$ cat config.mk
export PLATFORM = sky130hd
export DESIGN_NAME = audio_i2s_tx
export DESIGN_NICKNAME = d
export VERILOG_FILES = /design/src/rtl/audio_i2s_tx.sv
export SDC_FILE = /design/constraint.sdc
export NUM_CORES = 1
export LEC_CHECK = 0
export CORE_ASPECT_RATIO = 1.75
export CORE_MARGIN = 8
export CORE_UTILIZATION = 45
export CTS_CLUSTER_DIAMETER = 120
export DETAILED_ROUTE_END_ITERATION = 10
export PLACE_DENSITY_LB_ADDON = 0.2
export SETUP_SLACK_MARGIN = 0.1
export SYNTH_ARGS = -nofsm -noshare
export SYNTH_HDL_FRONTEND = slang
export SYNTH_SLANG_ARGS = --single-unit
$ cat constraint.sdc
create_clock -name Clk -period 4.1 [get_ports Clk]
set_input_delay 0.82 -clock Clk [delete_from_list [all_inputs] [get_ports Clk]]
set_output_delay 0.82 -clock Clk [all_outputs]
set_load 0.005 [all_outputs]
$ cat src/rtl/audio_i2s_tx.sv
`default_nettype none
// ============================================================================
// Module   : audio_i2s_tx
// Brief    : Mono left-justified serializer for the WM8731 DAC; generates
//            BCLK/DACLRCK/DACDAT and a per-frame sample-latch pulse.
//            Optional macro AUDIO_UNSIGNED_IN_EN: offset-binary sample input.
// Revision : 1.0 - initial release
// ============================================================================
module audio_i2s_tx #(
  parameter int BCLK_DIV = 16
) (
  input  logic        Clk,
  input  logic        Reset,
  input  logic        INIT_FINISH,
  input  logic [15:0] sample_in,
  output logic        AUD_BCLK,
  output logic        AUD_DACLRCK,
  output logic        AUD_DACDAT,
  output logic        data_over
);

  localparam int                 c_DIV_W   = $clog2(BCLK_DIV);
  localparam logic [c_DIV_W-1:0] c_DIV_MAX = c_DIV_W'(BCLK_DIV - 1);
  localparam logic [0:0]         c_IDLE    = 1'b0;
  localparam logic [0:0]         c_RUN     = 1'b1;

  logic [0:0]         r_state;
  logic [0:0]         w_state_nxt;
  logic [c_DIV_W-1:0] r_div_cnt;
  logic [c_DIV_W-1:0] w_div_nxt;
  logic [4:0]         r_bit_cnt;
  logic [4:0]         w_bit_nxt;
  logic [4:0]         w_bit_inc;
  logic [31:0]        r_shreg;
  logic [31:0]        w_shreg_nxt;
  logic               r_bclk;
  logic               w_bclk_nxt;
  logic               r_lrck;
  logic               w_lrck_nxt;
  logic               r_data_over;
  logic               w_data_over_nxt;
  logic [15:0]        w_sample;
  logic               w_wrap;
  logic               w_fall;
  logic               w_latch;

`ifdef AUDIO_UNSIGNED_IN_EN
  assign w_sample = {~sample_in[15], sample_in[14:0]};
`else
  assign w_sample = sample_in;
`endif

  assign w_wrap    = (r_div_cnt == c_DIV_MAX);
  assign w_fall    = w_wrap & r_bclk;
  assign w_bit_inc = r_bit_cnt + 5'd1;
  // A latch needs INIT_FINISH high: dropping it on a frame boundary means IDLE, no pulse.
  assign w_latch   = INIT_FINISH & ((r_state == c_IDLE) | (w_fall & (r_bit_cnt == 5'd31)));

  always_ff @(posedge Clk) begin
    if (Reset) begin
      r_state <= c_IDLE;
    end else begin
      r_state <= w_state_nxt;
    end
  end

  always_comb begin
    w_state_nxt = r_state;
    case (r_state)
      c_IDLE:  if (INIT_FINISH)  w_state_nxt = c_RUN;
      c_RUN:   if (!INIT_FINISH) w_state_nxt = c_IDLE;
      default: w_state_nxt = c_IDLE;
    endcase
  end

  always_comb begin
    w_div_nxt       = '0;
    w_bit_nxt       = '0;
    w_shreg_nxt     = '0;
    w_bclk_nxt      = 1'b0;
    w_lrck_nxt      = 1'b0;
    w_data_over_nxt = 1'b0;
    if (w_state_nxt == c_RUN) begin
      if (w_latch) begin
        w_shreg_nxt     = {w_sample, w_sample};
        w_lrck_nxt      = 1'b1;
        w_data_over_nxt = 1'b1;
      end else begin
        w_div_nxt   = w_wrap ? '0 : r_div_cnt + c_DIV_W'(1);
        w_bclk_nxt  = r_bclk ^ w_wrap;
        w_bit_nxt   = r_bit_cnt;
        w_shreg_nxt = r_shreg;
        w_lrck_nxt  = r_lrck;
        if (w_fall) begin
          w_bit_nxt   = w_bit_inc;
          w_shreg_nxt = {r_shreg[30:0], 1'b0};
          w_lrck_nxt  = ~w_bit_inc[4];
        end
      end
    end
  end

  always_ff @(posedge Clk) begin
    if (Reset) begin
      r_div_cnt   <= '0;
      r_bit_cnt   <= '0;
      r_shreg     <= '0;
      r_bclk      <= 1'b0;
      r_lrck      <= 1'b0;
      r_data_over <= 1'b0;
    end else begin
      r_div_cnt   <= w_div_nxt;
      r_bit_cnt   <= w_bit_nxt;
      r_shreg     <= w_shreg_nxt;
      r_bclk      <= w_bclk_nxt;
      r_lrck      <= w_lrck_nxt;
      r_data_over <= w_data_over_nxt;
    end
  end

  assign AUD_BCLK    = r_bclk;
  assign AUD_DACLRCK = r_lrck;
  assign AUD_DACDAT  = r_shreg[31];
  assign data_over   = r_data_over;

endmodule
`default_nettype wire

======== Yosys cells after proc, flatten, opt, wreduce, memory -nomap -nowiden ========
Index checks and enable logic that the tools add are counted.
operators by class
  $add $sub $neg .......................... 2
  magnitude comparators ................... 0
  divide/modulo/power cells ............... 0
  shift operators ......................... 0
  multiply operators ...................... 0
  equality and inequality tests ........... 2
  bitwise logic cells ..................... 8
  reductions and logical operators ........ 4
  muxes and demuxes ....................... 6
operators by type and width
  operator                                      count
  2-to-1 mux 32 bit                             2
  adder 5 x 1 -> 5 bit (second input constant)  1
  equality test 5 bit (second input constant)   1
  adder 4 x 1 -> 4 bit (second input constant)  1
  equality test 4 bit (second input constant)   1
  2-to-1 mux 1 bit                              4
  OR reduction 4 bit                            1
  AND 1 bit                                     3
  NOT 1 bit                                     3
  OR reduction 3 bit                            1
  nonzero test 2 bit                            1
  OR reduction 2 bit                            1
  OR 1 bit                                      1
  XOR 1 bit                                     1
word-level totals
  input port bits ......................... 19
  memories ................................ 0
  output and inout bits ................... 4
  flip-flop bits (word level) ............. 45
  logic and storage cells ................. 29
  bits in writable memories ............... 0
  bits in read-only memories .............. 0
  bits in latches ......................... 0

======== Logic depth before layout (Yosys ltp) ========
  word-level depth ........................ 6
  depth in mapped cells ................... 9
  gate-level depth less buffers ........... 6

======== Worst setup path after synthesis ========
Ideal clock, no wire load.
  path kind ............................... register to register
  start point ............................. register r_div_cnt[0]
  end point ............................... register r_shreg[27]
  path slack .............................. 2.340 ns
  path buffers ............................ 3
  stages on the path, launching flop included .. 10
  library setup time ...................... 0.124 ns
  clock period less this slack ............ 1.760 ns
  arrival time ............................ 1.637 ns
  data required time ...................... 3.976 ns
  cell sequence ........................... dfxtp_1 > ha_1 > and3_1 > ha_1 > buf_2 > a21boi_2 > buf_6 > buf_6 > o22a_1 > a21oi_1
on the way
  word-level cells in the longest chain between the ends .. 6
  elaborated cells on any way between the ends .. 7
  classes of those cells .................. eq/ne (1); mux (1); bitwise (4); reduce/logical (1)
ends and longest elaborated chain
  element                                                  line  text
  from (decl)                                              29    logic [c_DIV_W-1:0] r_div_cnt;
  from (signal assigned)                                   112   r_div_cnt <= w_div_nxt;
  equality test 4 bit (*)                                  53    assign w_wrap = (r_div_cnt == c_DIV_MAX);
  AND 1 bit (*)                                            54    assign w_fall = w_wrap & r_bclk;
  named net w_fall                                         44    logic w_fall;
  AND 1 bit                                                57    assign w_latch = INIT_FINISH & ((r_state == c_IDLE) | (w_fall & (r_bit_cnt == 5'd31)));
  OR 1 bit                                                 57
  AND 1 bit                                                57
  2-to-1 mux 32 bit or nonzero test 2 bit (tied branches)  n/a
  to (signal assigned)                                     114   r_shreg <= w_shreg_nxt;
  to (decl)                                                34    logic [31:0] r_shreg;
The timed path passes the listed nets; every way through them passes the cells marked *.
A chain may end at the register's enable or synchronous reset.

======== Worst setup path after layout ========
  start point ............................. input port INIT_FINISH
  end point ............................... register r_shreg[16]
on the way
  word-level cells in the longest chain between the ends .. 3
  elaborated cells on any way between the ends .. 6
  classes of those cells .................. mux (2); bitwise (2); reduce/logical (2)
ends and longest elaborated chain
  element                              line    text
  from (decl)                          14      input logic INIT_FINISH,
  2-to-1 mux 1 bit                     70, 71
  NOT 1 bit (no source line)           n/a
  OR reduction 2 bit (no source line)  n/a
Several ways; a longest one is shown, not always the timed one.

==> impl_results.html <==
<table>
<tr><th>Metric</th><th>Value</th></tr>
<tr><th colspan="2">Synthesis</th></tr>
<tr><td>Syn_nets</td><td>259</td></tr>
<tr><td>Syn Inst Count</td><td>236</td></tr>
<tr><td>Number of enable flip-flop cells after synthesis</td><td>0</td></tr>
<tr><td>Biggest area consumer among synthesized cells</td><td>dfxtp_1</td></tr>
<tr><td>Async set or reset register ratio after synthesis</td><td>0%</td></tr>
<tr><td>Syn_area_per_cell</td><td>8.801 um^2</td></tr>
<tr><td>Yosys warnings</td><td>0</td></tr>
<tr><td>Flop and latch count out of synthesis</td><td>45</td></tr>
<tr><td>Post-Syn Area</td><td>about 2100 um^2</td></tr>
<tr><td>Most common cell in the netlist</td><td>dfxtp_1</td></tr>
<tr><td>Count of distinct cell types in the synthesized netlist</td><td>32</td></tr>
<tr><td>Dominant synthesized flop cell</td><td>dfxtp_1</td></tr>
<tr><td>List of most frequent post-synthesis cells</td><td>dfxtp_1 (45), a21oi_1 (31), o31ai_1 (28)</td></tr>
<tr><td>Share of Yosys cell area claimed by the top area cell type</td><td>43.37%</td></tr>
<tr><td>Part of the Yosys area used for sequential elements</td><td>43.37%</td></tr>
<tr><td>Dominant cells by area after synthesis</td><td>dfxtp_1 (43%), o31ai_1 (10%), a21oi_1 (7.5%), o21ai_0 (6.3%), o22a_1 (5.9%)</td></tr>
<tr><th colspan="2">Global route</th></tr>
<tr><td>Tot GR Track Use</td><td>13.65%</td></tr>
<tr><td>Maximum number of pins on one net before global-route repair</td><td>54</td></tr>
<tr><td>Met3 Resource Use GR</td><td>3.393%</td></tr>
<tr><td>Vias in the first global route</td><td>1731</td></tr>
<tr><td>Number of antenna violations at the first check in global routing</td><td>0</td></tr>
<tr><td>Global route overflow</td><td>0</td></tr>
<tr><td>Global-route wire length before repair</td><td>7852 um</td></tr>
<tr><td>GR Layer Usage met1</td><td>15.44%</td></tr>
<tr><td>Layer with the highest usage</td><td>met2</td></tr>
<tr><td>Met2 track utilization from global routing</td><td>23.51%</td></tr>
<tr><th colspan="2">STA</th></tr>
<tr><td>Worst hold slack</td><td>~0.44 ns</td></tr>
<tr><td>Setup skew after layout</td><td>~0.0070 ns</td></tr>
<tr><td>Final setup fails</td><td>0</td></tr>
<tr><td>Max Freq</td><td>0.3883 GHz</td></tr>
<tr><td>Setup repair after global routing missed its margin</td><td>no</td></tr>
<tr><td>Setup slack after layout</td><td>1.525 ns</td></tr>
<tr><td>Share of the clock period used by the worst path after layout</td><td>between 60 and 70%</td></tr>
<tr><td>Number of slew-limit violations in the final report</td><td>0</td></tr>
<tr><td>Total negative setup slack</td><td>0 ns</td></tr>
<tr><td>Actual transition at the worst max-transition pin</td><td>1.037 ns</td></tr>
<tr><td>Final worst path period need</td><td>2.575 ns</td></tr>
<tr><td>Count of endpoints failing hold in the final timing report</td><td>0</td></tr>
<tr><td>Slew margin rel.</td><td>30.71%</td></tr>
<tr><th colspan="2">Placement</th></tr>
<tr><td>Worst slack after detailed placement</td><td>~1.2 ns</td></tr>
<tr><td>Placed cell count</td><td>288</td></tr>
<tr><td>Routability congestion estimate from global placement</td><td>around 0.7</td></tr>
<tr><td>HPWL Detailed</td><td>2920 um</td></tr>
<tr><td>Port Buf Inserts</td><td>22</td></tr>
<tr><td>Cell Area, Placed</td><td>2236 um^2</td></tr>
<tr><th colspan="2">Hold path</th></tr>
<tr><td>Hold path depth</td><td>1</td></tr>
<tr><td>Startpoint of the worst hold path</td><td>r_div_cnt[0]</td></tr>
<tr><td>End point of the most critical hold path</td><td>r_div_cnt[0]</td></tr>
<tr><td>Path category of the worst min-delay check</td><td>register to register</td></tr>
<tr><th colspan="2">Die</th></tr>
<tr><td>Number of placement rows</td><td>32</td></tr>
<tr><td>I/O pin count</td><td>23</td></tr>
<tr><td>Floorplan die height</td><td>105.9 um</td></tr>
<tr><td>Starting utilization of the core area</td><td>46.73%</td></tr>
<tr><td>DIE WIDTH</td><td>67.36 um</td></tr>
<tr><td>Placeable core area</td><td>between 4000 and 5000 um^2</td></tr>
<tr><td>Full die area</td><td>7131 um^2</td></tr>
<tr><th colspan="2">Critical path</th></tr>
<tr><td>Critical Path Start Type</td><td>input port</td></tr>
<tr><td>Critical path fanouts, max</td><td>45</td></tr>
<tr><td>Endpoint of the most critical register-to-register path</td><td>r_shreg[17]</td></tr>
<tr><td>Worst endpoint required time</td><td>4.32 ns</td></tr>
<tr><td>Number of cells on the worst reg-to-reg path</td><td>7</td></tr>
<tr><td>Arrival time at the worst endpoint</td><td>between 2 and 3 ns</td></tr>
<tr><td>Category of the most critical setup path</td><td>input port to register</td></tr>
<tr><td>Launch point of the worst reg-to-reg path</td><td>r_bit_cnt[0]</td></tr>
<tr><td>Slack of the worst reg-to-reg path</td><td>approximately 1.8 ns</td></tr>
<tr><td>Critical path endpoint category</td><td>register</td></tr>
<tr><th colspan="2">Power</th></tr>
<tr><td>Overall power</td><td>902.2 uW</td></tr>
<tr><td>Maximum VDD drop</td><td>0.3418 mV</td></tr>
<tr><td>P per Cell Area</td><td>383.0 nW/um^2</td></tr>
<tr><td>Static Leak</td><td>just over 0.9 nW</td></tr>
<tr><th colspan="2">Clock network</th></tr>
<tr><td>Clock Tree Root</td><td>clkbuf_8</td></tr>
<tr><td>Clock sinks</td><td>45</td></tr>
<tr><td>Number of post-CTS setup repair buffers</td><td>0</td></tr>
<tr><td>Number of buffers created by CTS</td><td>5</td></tr>
<tr><td>Post-cts gate resize count</td><td>0</td></tr>
<tr><td>H-tree levels</td><td>2</td></tr>
<tr><td>Clock-pin slew on the worst setup and hold paths</td><td>0.09 ns</td></tr>
<tr><td>TritonCTS clock tree</td><td>yes</td></tr>
<tr><td>Insertion delay of the later-clocked pin in the worst-skew pair</td><td>0.30 ns</td></tr>
<tr><td>Hold-fix buffers at CTS</td><td>0</td></tr>
<tr><td>Maximum root-to-sink buffer count</td><td>2</td></tr>
<tr><th colspan="2">Cells and area</th></tr>
<tr><td>Post-route standard cell area excluding fillers</td><td>2356 um^2</td></tr>
<tr><td>Count of non-filler cells in the finished layout</td><td>296</td></tr>
<tr><td>Final cell utilization of the core</td><td>53.01%</td></tr>
<tr><td>Fraction of final layout cells sized beyond drive strength 1</td><td>just under 8%</td></tr>
<tr><td>Number of fill cells in the layout</td><td>between 400 and 500</td></tr>
<tr><td>Fin nets</td><td>between 200 and 300</td></tr>
<tr><td>Syn-to-layout area delta</td><td>13.43%</td></tr>
<tr><td>Number of antenna repair diodes</td><td>0</td></tr>
<tr><th colspan="2">Routing</th></tr>
<tr><td>Total number of vias</td><td>1738</td></tr>
<tr><td>Routed len/inst</td><td>15.46 um</td></tr>
<tr><td>First-pass detailed-route iteration total</td><td>4</td></tr>
<tr><td>Iter 0 DRT Violations</td><td>56</td></tr>
<tr><td>Antenna Nets Post-Route</td><td>0</td></tr>
<tr><td>Number of DRC violations after detailed routing</td><td>0</td></tr>
<tr><td>Final routed wirelength across all metal layers</td><td>4577 um</td></tr>
<tr><td>Post-DR vias/cell</td><td>5.872</td></tr>
<tr><th colspan="2">Outcome</th></tr>
<tr><td>Run status</td><td>finished clean</td></tr>
<tr><th colspan="2">Flow run</th></tr>
<tr><td>MaxCap Viol Count</td><td>0</td></tr>
</table>
-- logic make-up after synthesis --
kind of cell    Yosys count  synth area share (%)
compound gates          112                 34.16
xor+xnor                  5                 2.109
fa+ha+maj                 4                 2.410
buf+inv                  29                 8.313
flops                    45                 43.37
mux                       1                0.4819
simple gates             40                 9.157
-- cells in the final DEF, fill, tap and decap left out, types with 4 or more instances in the layout --
master           count
dfxtp_1             45
nand2_1             18
clkdlybuf4s50_1     22
o21ai_0             26
buf_4                4
o31ai_1             28
clkbuf_8             6
a21oi_1             31
o21ai_1              6
o22a_1              14
nor2_1               8
-- layout make-up --
| type | instances | area (um^2) | area share [%] |
|---|---|---|---|
| Clock buffer | 6 | 82.58 | 3.505 |
| Clock inverter | 2 | 37.54 | 1.593 |
| Inverter | 4 | 15.01 | 0.6373 |
| Multi-Input combinational cell | 162 | 1006 | 42.70 |
| Sequential cell | 45 | 900.9 | 38.24 |
| Tap cell | 51 | 63.81 | 2.708 |
| Timing Repair Buffer | 26 | 250.2 | 10.62 |
-- state kept, by name, indices dropped and copies added (netlist names) --
name / cells
r_shreg: 32
r_bit_cnt: 5
r_div_cnt: 4
AUD_BCLK: 1
AUD_DACLRCK: 1
data_over: 1
r_state: 1
-- layer usage --
metal | part of all wire [%] | vias up | wire length [um]
li1 | - | 882 | -
met1 | 43 | 820 | 1964
met2 | 51 | 30 | 2354
met3 | 4.0 | 6 | 185
met4 | 1.6 | 0 | 73
met5 | 0 | - | 0
-- critical path, stage by stage --
cell and delay [ns]:
clkdlybuf4s50_1 0.45, buf_4 0.23, nor2b_4 0.89, nor3_1 0.11, a311oi_1 0.27
-- where the power goes --
part | switching [mW] | leakage [nW] | total, mW | internal, mW
Sequential | 0.00752 | 0.366 | 0.459 | 0.451
Clock | 0.154 | 0.0574 | 0.352 | 0.198
Combinational | 0.0492 | 0.486 | 0.0920 | 0.0428
-- worst max path at each step --
stage | start | endpoint | slack (ns) | cells past startpoint
2_1_floorplan | r_div_cnt[0] | r_shreg[27] | 2.34 | 9
3_3_place_gp | INIT_FINISH | r_shreg[4] | 1.28 | 5
3_5_place_dp | INIT_FINISH | r_shreg[17] | 1.25 | 5
4_1_cts | INIT_FINISH | r_shreg[1] | 1.57 | 5
5_1_grt | INIT_FINISH | r_shreg[16] | 1.38 | 5
6_report | INIT_FINISH | r_shreg[16] | 1.52 | 5
No activity file was read; power rests on OpenSTA's default activity.
